<file path="src/rtl/playback_sequencer.sv">
// playback_sequencer: turns one-cycle user command pulses into a
// beat-aligned control bundle for the beat-indexed player, and generates
// the beat strobe that advances the player's beat index.
//
//   state | meaning
//   ------+------------------------------------------------------------
//   PAUSE | stopped; beat counter held at 0, reverse toggles at once
//   PLAY  | counting beats, no loop
//   ARM   | loop requested; becomes LOOP on the next beat strobe
//   LOOP  | looping; loop width frozen
module playback_sequencer #(
  parameter int DIV_W    = 26,
  parameter int BEAT_DIV = 25_000_000,
  parameter int MIN_DIV  = 6_250_000,
  parameter int MAX_DIV  = 50_000_000,
  parameter int DIV_STEP = 3_125_000
) (
  input  logic             clk,
  input  logic             rst,
  input  logic             btn_play,
  input  logic             btn_loop,
  input  logic             btn_width,
  input  logic             btn_rev,
  input  logic             btn_faster,
  input  logic             btn_slower,
  output logic             beat_en,
  output logic             play_pause,
  output logic             loop_de,
  output logic [2:0]       loop_width,
  output logic             reverse,
  output logic [1:0]       state,
  output logic [DIV_W-1:0] tempo_div
);

  localparam logic [1:0] ST_PAUSE = 2'd0;
  localparam logic [1:0] ST_PLAY  = 2'd1;
  localparam logic [1:0] ST_ARM   = 2'd2;
  localparam logic [1:0] ST_LOOP  = 2'd3;

  localparam logic [DIV_W-1:0] BEAT_C   = DIV_W'(BEAT_DIV);
  localparam logic [DIV_W-1:0] MIN_C    = DIV_W'(MIN_DIV);
  localparam logic [DIV_W-1:0] MAX_C    = DIV_W'(MAX_DIV);
  localparam logic [DIV_W-1:0] STEP_C   = DIV_W'(DIV_STEP);
  // Thresholds at which a step would cross the saturation limits.
  localparam logic [DIV_W-1:0] FAST_LIM = DIV_W'(MIN_DIV + DIV_STEP);
  localparam logic [DIV_W-1:0] SLOW_LIM = DIV_W'(MAX_DIV - DIV_STEP);
  localparam logic [DIV_W-1:0] ONE_C    = DIV_W'(1);

  logic [1:0]       state_q, state_d;
  logic             beat_en_q, beat_en_d;
  logic             play_pause_q, play_pause_d;
  logic             loop_de_q, loop_de_d;
  logic [2:0]       loop_width_q, loop_width_d;
  logic             reverse_q, reverse_d;
  logic             rev_pend_q, rev_pend_d;
  logic [DIV_W-1:0] tempo_div_q, tempo_div_d;
  logic [DIV_W-1:0] cnt_q, cnt_d;
  logic             run;

  // Next-state decode; btn_play has priority over btn_loop everywhere.
  always_comb begin
    state_d = state_q;
    case (state_q)
      ST_PAUSE: if (btn_play) state_d = ST_PLAY;
      ST_PLAY: begin
        if (btn_play)      state_d = ST_PAUSE;
        else if (btn_loop) state_d = ST_ARM;
      end
      ST_ARM: begin
        if (btn_play)       state_d = ST_PAUSE;
        else if (btn_loop)  state_d = ST_PLAY;
        else if (beat_en_q) state_d = ST_LOOP;
      end
      ST_LOOP: begin
        if (btn_play)      state_d = ST_PAUSE;
        else if (btn_loop) state_d = ST_PLAY;
      end
      default: state_d = ST_PAUSE;
    endcase
    play_pause_d = (state_d != ST_PAUSE);
    loop_de_d    = (state_d == ST_LOOP);
  end

  // Beat counter: counts only while playing in both this and the next cycle,
  // so the first beat lands tempo_div cycles after play and pause never
  // lets a stray strobe through. The >= compare catches tempo shrinks.
  always_comb begin
    run       = (state_q != ST_PAUSE) && (state_d != ST_PAUSE);
    cnt_d     = '0;
    beat_en_d = 1'b0;
    if (run) begin
      if (cnt_q >= tempo_div_q - ONE_C) begin
        beat_en_d = 1'b1;
      end else begin
        cnt_d = cnt_q + ONE_C;
      end
    end
  end

  // Tempo divider with saturation; simultaneous faster/slower cancel.
  always_comb begin
    tempo_div_d = tempo_div_q;
    if (btn_faster && !btn_slower) begin
      tempo_div_d = (tempo_div_q <= FAST_LIM) ? MIN_C : tempo_div_q - STEP_C;
    end else if (btn_slower && !btn_faster) begin
      tempo_div_d = (tempo_div_q >= SLOW_LIM) ? MAX_C : tempo_div_q + STEP_C;
    end
  end

  // Loop width cycles 1..4 but stays frozen while the player is looping.
  always_comb begin
    loop_width_d = loop_width_q;
    if (btn_width && (state_q != ST_LOOP)) begin
      loop_width_d = (loop_width_q >= 3'd4) ? 3'd1 : loop_width_q + 3'd1;
    end
  end

  // Direction: immediate in PAUSE, otherwise deferred to the next beat so a
  // beat is never split; leaving for PAUSE flushes any pending toggle.
  always_comb begin
    reverse_d  = reverse_q;
    rev_pend_d = rev_pend_q;
    if (state_q == ST_PAUSE) begin
      reverse_d  = reverse_q ^ btn_rev;
      rev_pend_d = 1'b0;
    end else begin
      if (beat_en_q) begin
        reverse_d  = reverse_q ^ rev_pend_q;
        rev_pend_d = 1'b0;
      end
      rev_pend_d = rev_pend_d ^ btn_rev;
      if (state_d == ST_PAUSE) begin
        reverse_d  = reverse_d ^ rev_pend_d;
        rev_pend_d = 1'b0;
      end
    end
  end

  // State and output registers.
  always_ff @(posedge clk or negedge rst) begin
    if (!rst) begin
      state_q      <= ST_PAUSE;
      beat_en_q    <= 1'b0;
      play_pause_q <= 1'b0;
      loop_de_q    <= 1'b0;
      loop_width_q <= 3'd1;
      reverse_q    <= 1'b0;
      rev_pend_q   <= 1'b0;
      tempo_div_q  <= BEAT_C;
      cnt_q        <= '0;
    end else begin
      state_q      <= state_d;
      beat_en_q    <= beat_en_d;
      play_pause_q <= play_pause_d;
      loop_de_q    <= loop_de_d;
      loop_width_q <= loop_width_d;
      reverse_q    <= reverse_d;
      rev_pend_q   <= rev_pend_d;
      tempo_div_q  <= tempo_div_d;
      cnt_q        <= cnt_d;
    end
  end

  assign state      = state_q;
  assign beat_en    = beat_en_q;
  assign play_pause = play_pause_q;
  assign loop_de    = loop_de_q;
  assign loop_width = loop_width_q;
  assign reverse    = reverse_q;
  assign tempo_div  = tempo_div_q;

endmodule

</file>
<file path="config.mk">
export PLATFORM = sky130hd
export DESIGN_NAME = playback_sequencer
export DESIGN_NICKNAME = d
export VERILOG_FILES = /design/src/rtl/playback_sequencer.sv
export SDC_FILE = /design/constraint.sdc
export NUM_CORES = 1
export LEC_CHECK = 0
export CORE_MARGIN = 2
export CORE_UTILIZATION = 37
export DETAILED_ROUTE_END_ITERATION = 12
export GPL_ROUTABILITY_DRIVEN = 0
export SETUP_SLACK_MARGIN = 0.1
export SKIP_CTS_REPAIR_TIMING = 1
export SLEW_MARGIN = 20
export SYNTH_ARGS = -nofsm -noshare
export SYNTH_HDL_FRONTEND = slang
export SYNTH_SLANG_ARGS = --single-unit
export TNS_END_PERCENT = 30
</file>
<file path="constraint.sdc">
create_clock -name clk -period 4.4 [get_ports clk]
set_input_delay 1.32 -clock clk [delete_from_list [all_inputs] [get_ports clk]]
set_output_delay 1.32 -clock clk [all_outputs]
set_load 0.03 [all_outputs]
</file>
After elaboration in Yosys (flattened, before gate mapping)
Index checks and enable logic that the tools add are counted.

storage, ports and cells
  flip-flop bits (word level) = 62
  input bits = 8
  output and inout bits = 35
  logic and storage cells = 64

cells by class
  mux-type cells = 26
  $lt $le $gt $ge = 4
  add/subtract/negate cells = 5
  equality and inequality tests = 5
  bitwise operators = 4
  reductions and logical operators = 11

operators by type and width
  operator                                               count
  two-way mux 26 bit                                     6
  adder 26 x 1 -> 26 bit, second input constant          1
  adder 26 x 22 -> 26 bit, second input constant         1
  >= comparator 26 bit                                   1
  >= comparator 26 bit, second input constant            1
  <= comparator 26 x 24 -> 1 bit, second input constant  1
  subtractor 26 x 1 -> 26 bit, second input constant     1
  subtractor 26 x 22 -> 26 bit, second input constant    1
  two-way mux 2 bit                                      8
  two-way mux 1 bit                                      10
  case mux 2 bit (4 select lines)                        1
  == test 2 bit, second input constant                   3
  nonzero test 2 bit                                     3
  logical AND 1 bit                                      4
  zero test 2 bit                                        2
  XOR 1 bit                                              4
  adder 3 x 1 -> 3 bit, second input constant            1
  >= comparator 3 bit, second input constant             1
  two-way mux 3 bit                                      1
  == test 2 x 1 -> 1 bit, second input constant          1
  zero test 1 bit                                        2
  != test 2 bit, second input constant                   1

Logic depth before layout (Yosys ltp)
Gate-level depths: netlist of the first run.

  depth in word-level cells = 7
  depth in mapped cells = 16
  mapped depth without buffers = 14

Worst setup path after synthesis of the first run
OpenSTA, ideal clock, no wires.

  path type = flip-flop to flip-flop
  start = reg tempo_div_q[7], in the netlist tempo_div[7]
  end = reg cnt_q[10]
  library setup time = 138 ps
  buffers on the path = 2
  period minus slack after synthesis = 3,924 ps
  arrival = 3,786 ps
  required time = 4,262 ps
  slack = 476 ps
  cell stages (with the launch flop) = 16
  path through = dfrtp_1 -> buf_2 -> or3_4 -> nor3_2 -> nand3_1 -> nor3_1 -> nand3_1 -> xnor2_1 -> ha_1 -> nand4_1 -> or2_2 -> nor4b_1 -> a41oi_1 -> o21ai_1 -> clkbuf_1 -> nor4_1

on the way
  word-level cells in the longest chain between the ends = 4

ends and longest elaborated chain
  what                         line  text
  from (decl)                  56    logic [DIV_W-1:0] tempo_div_q, tempo_div_d;
  from (signal assigned)       159   tempo_div_q <= tempo_div_d;
  subtractor 26 x 1 -> 26 bit  92    if (cnt_q >= tempo_div_q - ONE_C) begin
  >= comparator 26 bit         92
  two-way mux 26 bit           92
  two-way mux 26 bit           91    if (run) begin
  via cnt_d[10]                57    logic [DIV_W-1:0] cnt_q, cnt_d;
  to (signal assigned)         160   cnt_q <= cnt_d;
  to (decl)                    57

The timed path passes the listed nets, and every way through them passes these cells.
A chain may end at the register's enable or synchronous reset.

Final worst setup path of the first run
  start = reg tempo_div_q[3], in the netlist tempo_div[3]
  end = reg cnt_q[9]

Same word-level chain as after synthesis.

==> flow_summary.ini, run 1 <==
[status]
status = finished clean

[yosys]
yosys.cell_types.count = 76
yosysWarnings = 0
synth-async-reset-ratio_pct = 100
syn_area_um2 = 5020
synth_edf_count = 0
synth_seq_area_share_pct = 29.8
ys_ff_latch = 59
syn_area_per_cell_um2 = 8.49
synth_flop_cell = dfrtp_1
synthCells = 591

[setup_path]
worstPathRequired_ns = 4.58
arrival_ns = 4.09
worstSetupEndpointType = register
crit_path_start_kind = register
criticalPathCategory = reg2reg
cp_max_fo = 26

[clock_network]
tritoncts = yes
htreeDepth = 3
clock_latency_ns = 0.34
cts_buffers = 9
clk_path_buf_depth = 2
clk_pin_slew_ns = 0.06
cts_root_buf = clkbuf_16
clock_sinks = 59

[sta]
fmax_mhz = 256
setup_tns_ns = 0
period_needed_ns = 3.91
hold_violations = 0
holdWs_ns = 0.467
tightest_slew_ns = 0.830
slew_headroom_pct = 44.5
fin_skew_ns = 0.00749
slew_violations = 0
finalCritPeriodShare_pct = 88.9
rsz0062_at_grt = false
setup_violations = 0

[global_routing]
grt_usage_pct = 21.2
grt_max_degree = 36
gr-total-overflow = 0
grt_pass1_wl_um = 24400
grt_pass1_vias = 4702
antenna_found_initial = 0

[floorplan]
initial_core_util_pct = 37.9
die_x_um = 120
core_area_um2 = 13200
placementRows = 42
die-area_um2 = 14500
die_height_um = 120
pin_count = 43

[layout]
nets = 659
syn2layout_area_growth_pct = 17.2
nFillCells = 1307
final_common_cell = dfrtp_1
layout-drive-gt1-share_pct = 11.0
layout_common_cells = dfrtp_1, nand2_1, clkdlybuf4s50_1
n_antenna_cell = 0

[pwr]
p_per_area_nw_per_um2 = 638
total_power_mw = 3.75
power.leakage_nw = 2.38
peakVddDrop_v = 0.000418

[detailed_routing]
wl_per_cell_um = 18.6
drc_errors = 0
first_pass_iters = 5
drt_iter0_markers = 384
wl_um = 14900
vias_per_cell = 6.09
vias = 4875
drtAntennaViolNets = 0

[placement]
io_buffers = 39
dp_hpwl_um = 10600

[worst_hold_path]
hold_class = reg2reg

[flow_run]
cap_violations = 0
-- final cells by class --
class / count / area (µm²) / area share (%)
Multi-Input combinational cell: 470 / 3270 / 55.6
Timing Repair Buffer: 57 / 524 / 8.91
Sequential cell: 59 / 1490 / 25.4
Clock inverter: 5 / 55.1 / 0.936
Tap cell: 176 / 220 / 3.74
Clock buffer: 11 / 233 / 3.96
Inverter: 23 / 86.3 / 1.47
-- sequential cells by signal, summed over array words and instances, names as in the netlist --
| register | flops |
|---|---|
| reverse | 1 |
| beat_en | 1 |
| cnt_q | 26 |
| loop_de | 1 |
| rev_pend_q | 1 |
| play_pause | 1 |
| state | 2 |
| loop_width | 3 |
| tempo_div | 23 |
-- stage by stage --
step	cell area, µm²	std cells	setup slack [ns]	util [%]
2_1_floorplan	5020	593	0.476	-
3_3_place_gp	5570	785	0.522	42.1
3_5_place_dp	5570	785	0.355	42.1
4_1_cts	5860	801	0.348	44.2
5_1_grt	5880	801	0.155	44.4
6_report	5880	801	0.487	44.4
-- cell usage after synthesis, types with 4 or more instances --
master	instances	area, µm²
nand4_1	18	113
and3_1	5	31.3
inv_1	23	86.3
buf_2	17	85.1
nor4_1	35	219
a21oi_1	34	170
a211oi_1	4	30.0
or3_1	8	50.1
o21ai_0	17	85.1
nand2_1	40	150
dfrtp_1	46	1150
o21ai_1	8	40.0
a311o_1	4	40.0
ha_1	31	388
and2_1	9	56.3
o22ai_1	4	25.0
nand2b_1	6	37.5
nor2b_1	8	50.1
dfstp_2	13	342
and4_1	7	61.3
nand3_1	29	145
clkbuf_1	18	67.6
a21o_1	13	97.6
or2_2	4	25.0
xnor2_1	32	280
a31oi_1	5	31.3
nor3_1	15	75.1
nor2_1	34	128
xor2_1	23	201
-- worst max-delay path, stage by stage, from the launching register on --
cell      delay, ns
dfrtp_1        0.49
inv_1          0.17
ha_1           0.25
nor4b_4        0.32
and4b_1        0.34
nand2_1        0.11
nor4bb_1       0.37
xnor2_1        0.11
ha_1           0.30
nand4_1        0.09
or2_2          0.34
nor4b_1        0.32
a41oi_1        0.08
o21ai_1        0.12
buf_6          0.25
nor4_1         0.10
-- where the power goes --
| part | leakage (nW) | total, mW | switching (mW) | internal [mW] |
|---|---|---|---|---|
| clock network | 0.136 | 0.696 | 0.260 | 0.436 |
| registers | 0.745 | 1.04 | 0.328 | 0.716 |
| logic | 1.50 | 2.01 | 1.20 | 0.812 |
-- cells by family after synthesis --
| family | Yosys count | share of synthesized area [%] |
|---|---|---|
| muxes | 2 | 0.399 |
| DFF | 59 | 29.8 |
| buffers and inverters | 64 | 5.59 |
| xor gates and xnor gates | 55 | 9.60 |
| adders and majority gates | 31 | 7.73 |
| AOI/OAI and AO/OA | 143 | 20.4 |
| other | 1 | 0.0748 |
| and+or+nand+nor | 236 | 26.5 |
-- worst paths after layout --
path	slack (ns)	startpoint	endpoint	depth (start not counted)
max	0.49	tempo_div[3]	cnt_q[9]	15
min	0.47	reverse	reverse	1
max reg2reg	0.49	tempo_div[3]	cnt_q[9]	15
min reg2reg	0.47	reverse	reverse	1
max in group asynchronous	2.49	rst	tempo_div[19]	2
min in group asynchronous	1.00	rst	reverse	1
-- metal layers --
metal  vias to the layer above  global-route usage (%)  share of wire [%]
met5                         -                       0                  0
met4                         0                    7.78                2.1
met3                        35                    4.34                7.3
met2                       216                    33.8                 46
met1                      2368                    28.4                 44
li1                       2256                       -                  -
No activity file was read; power rests on OpenSTA's default activity.
==> run 2: changes to the inputs <==
--- a/config.mk
+++ b/config.mk
@@ -11,7 +11,7 @@
 export GPL_ROUTABILITY_DRIVEN = 0
 export SETUP_SLACK_MARGIN = 0.1
 export SKIP_CTS_REPAIR_TIMING = 1
-export SLEW_MARGIN = 20
+export SLEW_MARGIN = 10
 export SYNTH_ARGS = -nofsm -noshare
 export SYNTH_HDL_FRONTEND = slang
 export SYNTH_SLANG_ARGS = --single-unit
==> results of run 2 <==
No change in the layout: final DEF, timing and power equal those of run 1.
